[src/rtl/pb_debounce_pkg.sv]
// Shared definitions for the pushbutton debounce block.
//   N_BTN_DEFAULT         : default number of button channels
//   cnt_width()           : width of a counter that must reach a given cycle count
//   DEBOUNCE_CNT_W_DEFAULT: stability counter width for the default 12000-cycle window
//   btn_vec_t             : one bit per button at the default channel count
// The optional auto-repeat feature is enabled with PB_DEBOUNCE_AUTOREPEAT_EN.
package pb_debounce_pkg;

  localparam int unsigned N_BTN_DEFAULT = 21;

  // Bits needed to count from 0 up to n without wrapping.
  function automatic int unsigned cnt_width(input int unsigned n);
    return (n < 1) ? 1 : $clog2(n + 1);
  endfunction

  localparam int unsigned DEBOUNCE_CNT_W_DEFAULT = cnt_width(12000);

  typedef logic [N_BTN_DEFAULT-1:0] btn_vec_t;

endpackage

[src/rtl/pb_debounce_if.sv]
// Button bus between the board-side driver and the debounce block.
//   en        : channel-update enable (driver -> debounce)
//   pb_raw    : raw asynchronous buttons, active-high (driver -> debounce)
//   pb_level  : debounced level (debounce -> consumer)
//   pb_rise   : one-cycle accepted-press pulse
//   pb_fall   : one-cycle accepted-release pulse
//   pb_repeat : auto-repeat pulses, 0 unless PB_DEBOUNCE_AUTOREPEAT_EN is defined
// master = side driving en/pb_raw, slave = debounce block.
interface pb_debounce_if
  import pb_debounce_pkg::*;
#(
  parameter int unsigned N = N_BTN_DEFAULT
);
  logic         en;
  logic [N-1:0] pb_raw;
  logic [N-1:0] pb_level;
  logic [N-1:0] pb_rise;
  logic [N-1:0] pb_fall;
  logic [N-1:0] pb_repeat;

  modport master (
    output en, pb_raw,
    input  pb_level, pb_rise, pb_fall, pb_repeat
  );

  modport slave (
    input  en, pb_raw,
    output pb_level, pb_rise, pb_fall, pb_repeat
  );
endinterface

[src/rtl/pb_debounce_ch.sv]
// One debounce channel: 2-flop synchronizer, stability counter, debounced level and
// registered press/release pulses. With PB_DEBOUNCE_AUTOREPEAT_EN defined a hold
// counter generates auto-repeat pulses while the button stays pressed.
//   clk, nrst  : clock, asynchronous active-low reset
//   en_i       : update enable; low freezes counters and level, pulses go 0
//   pb_raw_i   : raw asynchronous button
//   level_o    : debounced level
//   rise_o     : one-cycle pulse on accepted press
//   fall_o     : one-cycle pulse on accepted release
//   repeat_o   : auto-repeat pulse (tied 0 without the macro)
module pb_debounce_ch
  import pb_debounce_pkg::*;
#(
  parameter int unsigned DEBOUNCE_CYCLES = 12000,
  parameter int unsigned REPEAT_DELAY    = 6000000,
  parameter int unsigned REPEAT_PERIOD   = 1200000
) (
  input  logic clk,
  input  logic nrst,
  input  logic en_i,
  input  logic pb_raw_i,
  output logic level_o,
  output logic rise_o,
  output logic fall_o,
  output logic repeat_o
);

  localparam int unsigned CW = cnt_width(DEBOUNCE_CYCLES);
  localparam logic [CW-1:0] CntLast = CW'(DEBOUNCE_CYCLES - 1);

  logic          s1_q, s2_q;
  logic [CW-1:0] cnt_q, cnt_d;
  logic          level_q, level_d;
  logic          rise_q, rise_d;
  logic          fall_q, fall_d;

  // Synchronizer keeps running while en_i is low so a resumed count sees fresh input.
  always_ff @(posedge clk or negedge nrst) begin
    if (!nrst) begin
      s1_q <= 1'b0;
      s2_q <= 1'b0;
    end else begin
      s1_q <= pb_raw_i;
      s2_q <= s1_q;
    end
  end

  always_comb begin
    cnt_d   = cnt_q;
    level_d = level_q;
    rise_d  = 1'b0;
    fall_d  = 1'b0;
    if (en_i) begin
      if (s2_q == level_q) begin
        // Any agreeing sample restarts qualification.
        cnt_d = '0;
      end else if (cnt_q == CntLast) begin
        level_d = s2_q;
        cnt_d   = '0;
        rise_d  = s2_q;
        fall_d  = ~s2_q;
      end else begin
        cnt_d = cnt_q + CW'(1);
      end
    end
  end

  always_ff @(posedge clk or negedge nrst) begin
    if (!nrst) begin
      cnt_q   <= '0;
      level_q <= 1'b0;
      rise_q  <= 1'b0;
      fall_q  <= 1'b0;
    end else begin
      cnt_q   <= cnt_d;
      level_q <= level_d;
      rise_q  <= rise_d;
      fall_q  <= fall_d;
    end
  end

  assign level_o = level_q;
  assign rise_o  = rise_q;
  assign fall_o  = fall_q;

`ifdef PB_DEBOUNCE_AUTOREPEAT_EN
  localparam int unsigned RepMax = (REPEAT_DELAY > REPEAT_PERIOD) ? REPEAT_DELAY : REPEAT_PERIOD;
  localparam int unsigned HW = cnt_width(RepMax);
  localparam logic [HW-1:0] DlyLast = HW'(REPEAT_DELAY - 1);
  localparam logic [HW-1:0] PerLast = HW'(REPEAT_PERIOD - 1);

  logic [HW-1:0] hold_q, hold_d;
  logic          armed_q, armed_d;  // first repeat already issued
  logic          rep_q, rep_d;

  always_comb begin
    hold_d  = hold_q;
    armed_d = armed_q;
    rep_d   = 1'b0;
    // An accept edge in either direction restarts the hold window and suppresses
    // a repeat, so repeat never lands on the rise or fall cycle.
    if (!level_q || rise_d || fall_d) begin
      hold_d  = '0;
      armed_d = 1'b0;
    end else if (en_i) begin
      if (hold_q == (armed_q ? PerLast : DlyLast)) begin
        rep_d   = 1'b1;
        hold_d  = '0;
        armed_d = 1'b1;
      end else begin
        hold_d = hold_q + HW'(1);
      end
    end
  end

  always_ff @(posedge clk or negedge nrst) begin
    if (!nrst) begin
      hold_q  <= '0;
      armed_q <= 1'b0;
      rep_q   <= 1'b0;
    end else begin
      hold_q  <= hold_d;
      armed_q <= armed_d;
      rep_q   <= rep_d;
    end
  end

  assign repeat_o = rep_q;
`else
  assign repeat_o = 1'b0;
`endif

endmodule

[src/rtl/pb_debounce.sv]
// Pushbutton input conditioning: N_BTN independent debounce channels producing a
// debounced level plus press/release (and optional auto-repeat) pulses.
//   clk   : system clock (hwclk)
//   nrst  : asynchronous active-low reset
//   pb_io : slave side of pb_debounce_if (en, pb_raw in; level/pulses out)
// Optional auto-repeat is enabled by defining PB_DEBOUNCE_AUTOREPEAT_EN.
module pb_debounce
  import pb_debounce_pkg::*;
#(
  parameter int unsigned N_BTN           = N_BTN_DEFAULT,
  parameter int unsigned DEBOUNCE_CYCLES = 12000,
  parameter int unsigned REPEAT_DELAY    = 6000000,
  parameter int unsigned REPEAT_PERIOD   = 1200000
) (
  input  logic          clk,
  input  logic          nrst,
  pb_debounce_if.slave  pb_io
);

  logic [N_BTN-1:0] level, rise, fall, rpt;

  for (genvar g = 0; g < N_BTN; g++) begin : g_ch
    pb_debounce_ch #(
      .DEBOUNCE_CYCLES (DEBOUNCE_CYCLES),
      .REPEAT_DELAY    (REPEAT_DELAY),
      .REPEAT_PERIOD   (REPEAT_PERIOD)
    ) u_ch (
      .clk      (clk),
      .nrst     (nrst),
      .en_i     (pb_io.en),
      .pb_raw_i (pb_io.pb_raw[g]),
      .level_o  (level[g]),
      .rise_o   (rise[g]),
      .fall_o   (fall[g]),
      .repeat_o (rpt[g])
    );
  end

  assign pb_io.pb_level  = level;
  assign pb_io.pb_rise   = rise;
  assign pb_io.pb_fall   = fall;
  assign pb_io.pb_repeat = rpt;

endmodule

[src/flat_wrapper.sv]
// flat-port wrapper written by rule: the top's interface ports become plain ports
module pb_debounce_flat import pb_debounce_pkg::*;
#(
  parameter int unsigned N_BTN           = N_BTN_DEFAULT,
  parameter int unsigned DEBOUNCE_CYCLES = 12000,
  parameter int unsigned REPEAT_DELAY    = 6000000,
  parameter int unsigned REPEAT_PERIOD   = 1200000
)
  (clk, nrst, pb_io_en, pb_io_pb_raw, pb_io_pb_level, pb_io_pb_rise, pb_io_pb_fall, pb_io_pb_repeat);
  pb_debounce_if pb_io_i ();
  input  logic clk;
  input  logic nrst;
  input wire logic [$bits(pb_io_i.en)-1:0] pb_io_en;
  input wire logic [$bits(pb_io_i.pb_raw)-1:0] pb_io_pb_raw;
  output wire logic [$bits(pb_io_i.pb_level)-1:0] pb_io_pb_level;
  output wire logic [$bits(pb_io_i.pb_rise)-1:0] pb_io_pb_rise;
  output wire logic [$bits(pb_io_i.pb_fall)-1:0] pb_io_pb_fall;
  output wire logic [$bits(pb_io_i.pb_repeat)-1:0] pb_io_pb_repeat;
  assign pb_io_i.en = pb_io_en;
  assign pb_io_i.pb_raw = pb_io_pb_raw;
  assign pb_io_pb_level = pb_io_i.pb_level;
  assign pb_io_pb_rise = pb_io_i.pb_rise;
  assign pb_io_pb_fall = pb_io_i.pb_fall;
  assign pb_io_pb_repeat = pb_io_i.pb_repeat;
  pb_debounce #(.N_BTN(N_BTN), .DEBOUNCE_CYCLES(DEBOUNCE_CYCLES), .REPEAT_DELAY(REPEAT_DELAY), .REPEAT_PERIOD(REPEAT_PERIOD)) u_core (.clk(clk), .nrst(nrst), .pb_io(pb_io_i));
endmodule
[config.mk]
export PLATFORM = sky130hd
export DESIGN_NAME = pb_debounce_flat
export DESIGN_NICKNAME = d
export VERILOG_FILES = /design/src/rtl/pb_debounce_pkg.sv /design/src/rtl/pb_debounce_if.sv /design/src/rtl/pb_debounce_ch.sv /design/src/rtl/pb_debounce.sv /design/src/flat_wrapper.sv
export SDC_FILE = /design/constraint.sdc
export NUM_CORES = 1
export LEC_CHECK = 0
export CAP_MARGIN = 40
export CORE_UTILIZATION = 45
export CTS_BUF_LIST = sky130_fd_sc_hd__clkbuf_16
export CTS_CLUSTER_SIZE = 40
export DETAILED_ROUTE_END_ITERATION = 6
export GPL_TIMING_DRIVEN = 0
export PLACE_DENSITY_LB_ADDON = 0.05
export SYNTH_ARGS = -nofsm -noshare
export SYNTH_HDL_FRONTEND = slang
export SYNTH_SLANG_ARGS = --single-unit
[constraint.sdc]
create_clock -name clk -period 5.66 [get_ports clk]
set_clock_uncertainty 0.1 [all_clocks]
set_input_delay 0.849 -clock clk [delete_from_list [all_inputs] [get_ports clk]]
set_output_delay 0.849 -clock clk [all_outputs]
set_load 0.02 [all_outputs]
### Yosys cells after proc, flatten, opt, wreduce, memory -nomap -nowiden

Index checks and enable logic that the tools add are counted.

| word-level totals | value |
|---|---|
| output and inout port bits | 84 |
| bits in latches | 0 |
| bits in read-only memories | 0 |
| memory bits (writable) | 0 |
| word-level logic and storage cells | 420 |
| bits of input ports | 24 |
| bits in registers | 399 |
| memories kept | 0 |

| operators by class | value |
|---|---|
| div/mod/pow operators | 0 |
| $mul | 0 |
| equality and inequality tests | 42 |
| order comparisons | 0 |
| add/subtract/negate cells | 21 |
| multiplexer cells | 168 |
| bitwise gates (word level) | 42 |
| shift-type cells | 0 |
| reductions and logical operators | 21 |

Operators by type and width:

| cell | count |
|---|---|
| two-way mux 14 bit | 42 |
| adder 14 x 1 -> 14 bit, second input constant | 21 |
| equality test 14 bit, second input constant | 21 |
| two-way mux 1 bit | 126 |
| AND reduction 3 bit | 21 |
| NOT 1 bit | 42 |
| equality test 1 bit | 21 |

### Logic depth before layout (Yosys ltp)

| logic depth | value |
|---|---|
| word-level depth | 4 |
| mapped depth | 8 |

### Cells and area by module

Synthesis repeated with hierarchy kept, for this count alone.

| unflattened totals | value |
|---|---|
| cells, all modules | 2,103 |
| area, all modules | 22,004.9 µm² |

By module, submodules not included:

| module | times used | sequential area each (µm²) | area each (µm²) | cells each |
|---|---|---|---|---|
| pb_debounce_ch at u_core.g_ch[0].u_ch ... | 20 | 475.5 | 1,048.5 | 100 |
| pb_debounce_ch at u_core.g_ch[9].u_ch | 1 | 475.5 | 1,034.7 | 103 |

### Least setup slack after synthesis

Ideal clock, no wire load.

| path | value |
|---|---|
| kind | in2reg |
| start point | in pb_io_en |
| end point | reg u_core.g_ch[13].u_ch.cnt_q[11] |
| stages on the path | 7 |
| setup time | 0.082 ns |
| required time | 5.478 ns |
| path buffers | 3 |
| path slack | 3.350 ns |
| arrival | 2.128 ns |
| path through | buf_2 buf_2 nand2_1 nor2_1 clkbuf_1 nand2_1 a31oi_1 |

RTL lines:

| what | RTL line | RTL |
|---|---|---|
| start: declaration | flat_wrapper.sv:13 | `input wire logic [$bits(pb_io_i.en)-1:0] pb_io_en;` |
| end signal: assignment | pb_debounce_ch.sv:75 | `cnt_q <= cnt_d;` |
| end: declaration | pb_debounce_ch.sv:32 | `logic [CW-1:0] cnt_q, cnt_d;` |

==> impl_metrics.ini <==
[run_status]
outcome = completed

[routing]
routed_wl_mm = 51.6
ant_nets = 0
first_pass_iters = 6
drt_iter0_markers = 1282
avgViaCountPerCell = 5.79
wl_per_cell_um = 17.6
drcViolationCount = 0
num_vias = 17000

[setup_path]
cpPeakStageDelay_ns = 0.56
crit_arrival_ns = 3.34
critPathLaunchType = input pin
criticalPathCategory = in2reg
startpoint = pb_io_en
reg2reg_from = u_core.g_ch[17].u_ch.cnt_q[0]
crit_required_ns = 6.04
crit_fanout = 10
slowest_stage = buf_2
r2r_cells = 7
worstSetupEndpointType = flip-flop
r2r_slack_ns = 3.13
cp_cell_sequence = buf_2, buf_2, nand2_1, nor2_1, clkbuf_1, nand2_1, a31oi_1
rr_endpoint = u_core.g_ch[17].u_ch.cnt_q[5]

[sta]
rsz0062_at_grt = no
fin_crit_sh = 0.522
final-max-slew-violation-count = 0
hold_viol_final = 0
min_period_ns = 2.95
slew_headroom = 0.412
tns_ns = 0
setup_violations = 0
tightestPinTransition_ns = 0.882
whs_ns = 0.178
max_freq_mhz = 339
setup_slack_ns = 2.71

[layout]
regArea_mm2 = 0.00998
diodes = 0
nNetsFinal = 2372
multi_input_area_mm2 = 0.00937
final_common_cell = dfrtp_1
fillers = 4036
syn2layout_area_growth_pct = 16.7
final_cells = 2932
final_cell_mix = dfrtp_1, nand2_1, a31oi_1, nand3_1, a21oi_1
final_core_util = 0.536
drive_gt1_frac = 0.108

[yosys]
synth.avg_cell_area_um2 = 9.55
ys_ff_latch = 399
synthCells = 2133
synth_edf_count = 0
synth_cell_types = 64
async_reset_ff_frac = 1.00
yosys_warnings = 0
synth_area_mm2 = 0.0204
ys_seq_area_frac = 0.490
ys.flop_type = dfrtp_1

[clock_tree]
cts-root-buf = clkbuf_16
cts_sinks = 399
postCtsHoldBufs = 0
clockBufferDepth = 3
ctsResizeCount = 0
cts-buffers-inserted = 47
clk_pin_slew_ns = 0.06
cts-htree-levels = 2
postCtsSetupRepairBufs = 0
cts_tree = yes
insertion_delay_ns = 0.58

[placed_design]
placed_cells = 2849
place_ws_ns = 2.17
routabilityCongestion = 0.870
portBuffers = 85
hpwlAfterDp_mm = 35.1

[pwr]
power-per-cell-area_mw_per_mm2 = 268
vdd_drop_max_mv = 0.177
internal_power_uw = 4780
seqPwrFrac = 0.477
switching_power_uw = 1590
comb_power_share = 0.072
p_clk_frac = 0.452
sw_frac_of_total = 0.250
p_leak_uw = 0.0102

[global_routing]
grt-ovfl-total = 0
grt_pass1_wl_mm = 86.0
grt_max_degree = 118
grt_pass1_vias = 16300
track_usage = 0.229
antenna_found_initial = 1

[run]
drv_cap = 0

[hold_path]
holdCritPathClass = in2async

[floorplanning]
die_y_um = 215
dieArea_mm2 = 0.0461
start_util = 0.459
num_io_pins = 108
die_w_um = 215
core_mm2 = 0.0444
rows = 77
through the flow:
step | instance area (µm²) | total power [µW]
floorplan | 20500 | 3320
global placement | 22000 | 3520
detailed placement | 22300 | 3550
CTS | 23800 | 6460
global route | 23800 | 6650
finish | 23800 | 6370
cells in the mapped netlist, drive strengths merged, types with 43 or more instances:
library cell | number | share of area
nor3b | 45 | 0.017
or3 | 51 | 0.016
a21oi | 128 | 0.031
a31oi | 159 | 0.049
and3 | 43 | 0.013
nand3 | 135 | 0.033
nor2 | 121 | 0.022
o21ai | 128 | 0.031
dfrtp | 399 | 0.49
clkbuf | 53 | 0.0098
nand4 | 56 | 0.017
inv | 44 | 0.0081
nand2 | 231 | 0.043
nor3 | 79 | 0.019
buf | 105 | 0.036
how the worst max path moves through the flow:
| stage | endpoint | slack [ns] | depth (start not counted) |
|---|---|---|---|
| after global placement | u_core.g_ch[2].u_ch.s1_q | -14.51 | 1 |
| after floorplan | u_core.g_ch[13].u_ch.cnt_q[11] | 3.35 | 7 |
| final | u_core.g_ch[13].u_ch.cnt_q[9] | 2.71 | 7 |
| after global routing | u_core.g_ch[13].u_ch.cnt_q[3] | 2.59 | 7 |
| after CTS | u_core.g_ch[13].u_ch.cnt_q[9] | 2.76 | 7 |
| after detailed placement | u_core.g_ch[13].u_ch.cnt_q[9] | 2.17 | 7 |
worst max-delay path: cells and delay by family:
family	cells	cell delay, ns
buffers and inverters	3	1.33
AO/OA/AOI/OAI	1	0.21
AND/OR/NAND/NOR	3	0.92
kinds of logic (layout without fill, tap and decap cells):
group,after synthesis,in the layout,synth area share
multiplexers,50,50,0.0262
adder cells (fa/ha/maj),42,42,0.0258
buffers and inverters,202,389,0.0539
other,1,21,0.000184
flip-flops,399,399,0.490
XOR/XNOR,24,24,0.0103
AO/OA/AOI/OAI,540,540,0.163
AND/OR/NAND/NOR,875,875,0.231
cell type report:
class,count,share of cell area
clock buffers,49,0.0515
well taps,592,0.0311
inverters,44,0.00694
clock inverters,34,0.00915
multi-input cells,1552,0.394
repair buffers,104,0.0484
flip-flops and latches,399,0.420
plain buffers,158,0.0392
registers in the layout, indices dropped and copies added (netlist names):
signal,count
u_core.g_ch.u_ch.level_o,21
u_core.g_ch.u_ch.fall_o,21
u_core.g_ch.u_ch.rise_o,21
u_core.g_ch.u_ch.s2_q,21
u_core.g_ch.u_ch.cnt_q,294
u_core.g_ch.u_ch.s1_q,21
routing by layer:
| layer | vias to the layer above | GRT usage | share of wire |
|---|---|---|---|
| met5 | - | 0 | 0 |
| li1 | 8166 | - | - |
| met1 | 8296 | 0.323 | 0.47 |
| met4 | 0 | 0.0883 | 0.031 |
| met3 | 97 | 0.0323 | 0.048 |
| met2 | 404 | 0.358 | 0.45 |
power groups by stage:
stage	registers [µW]	logic, µW	clock network [µW]
after floorplan	3060	257	0
after global placement	3090	432	0
after detailed placement	3090	462	0
after CTS	3040	464	2960
after global routing	3050	515	3090
final	3040	456	2880
No activity file was read; power rests on OpenSTA's default activity.
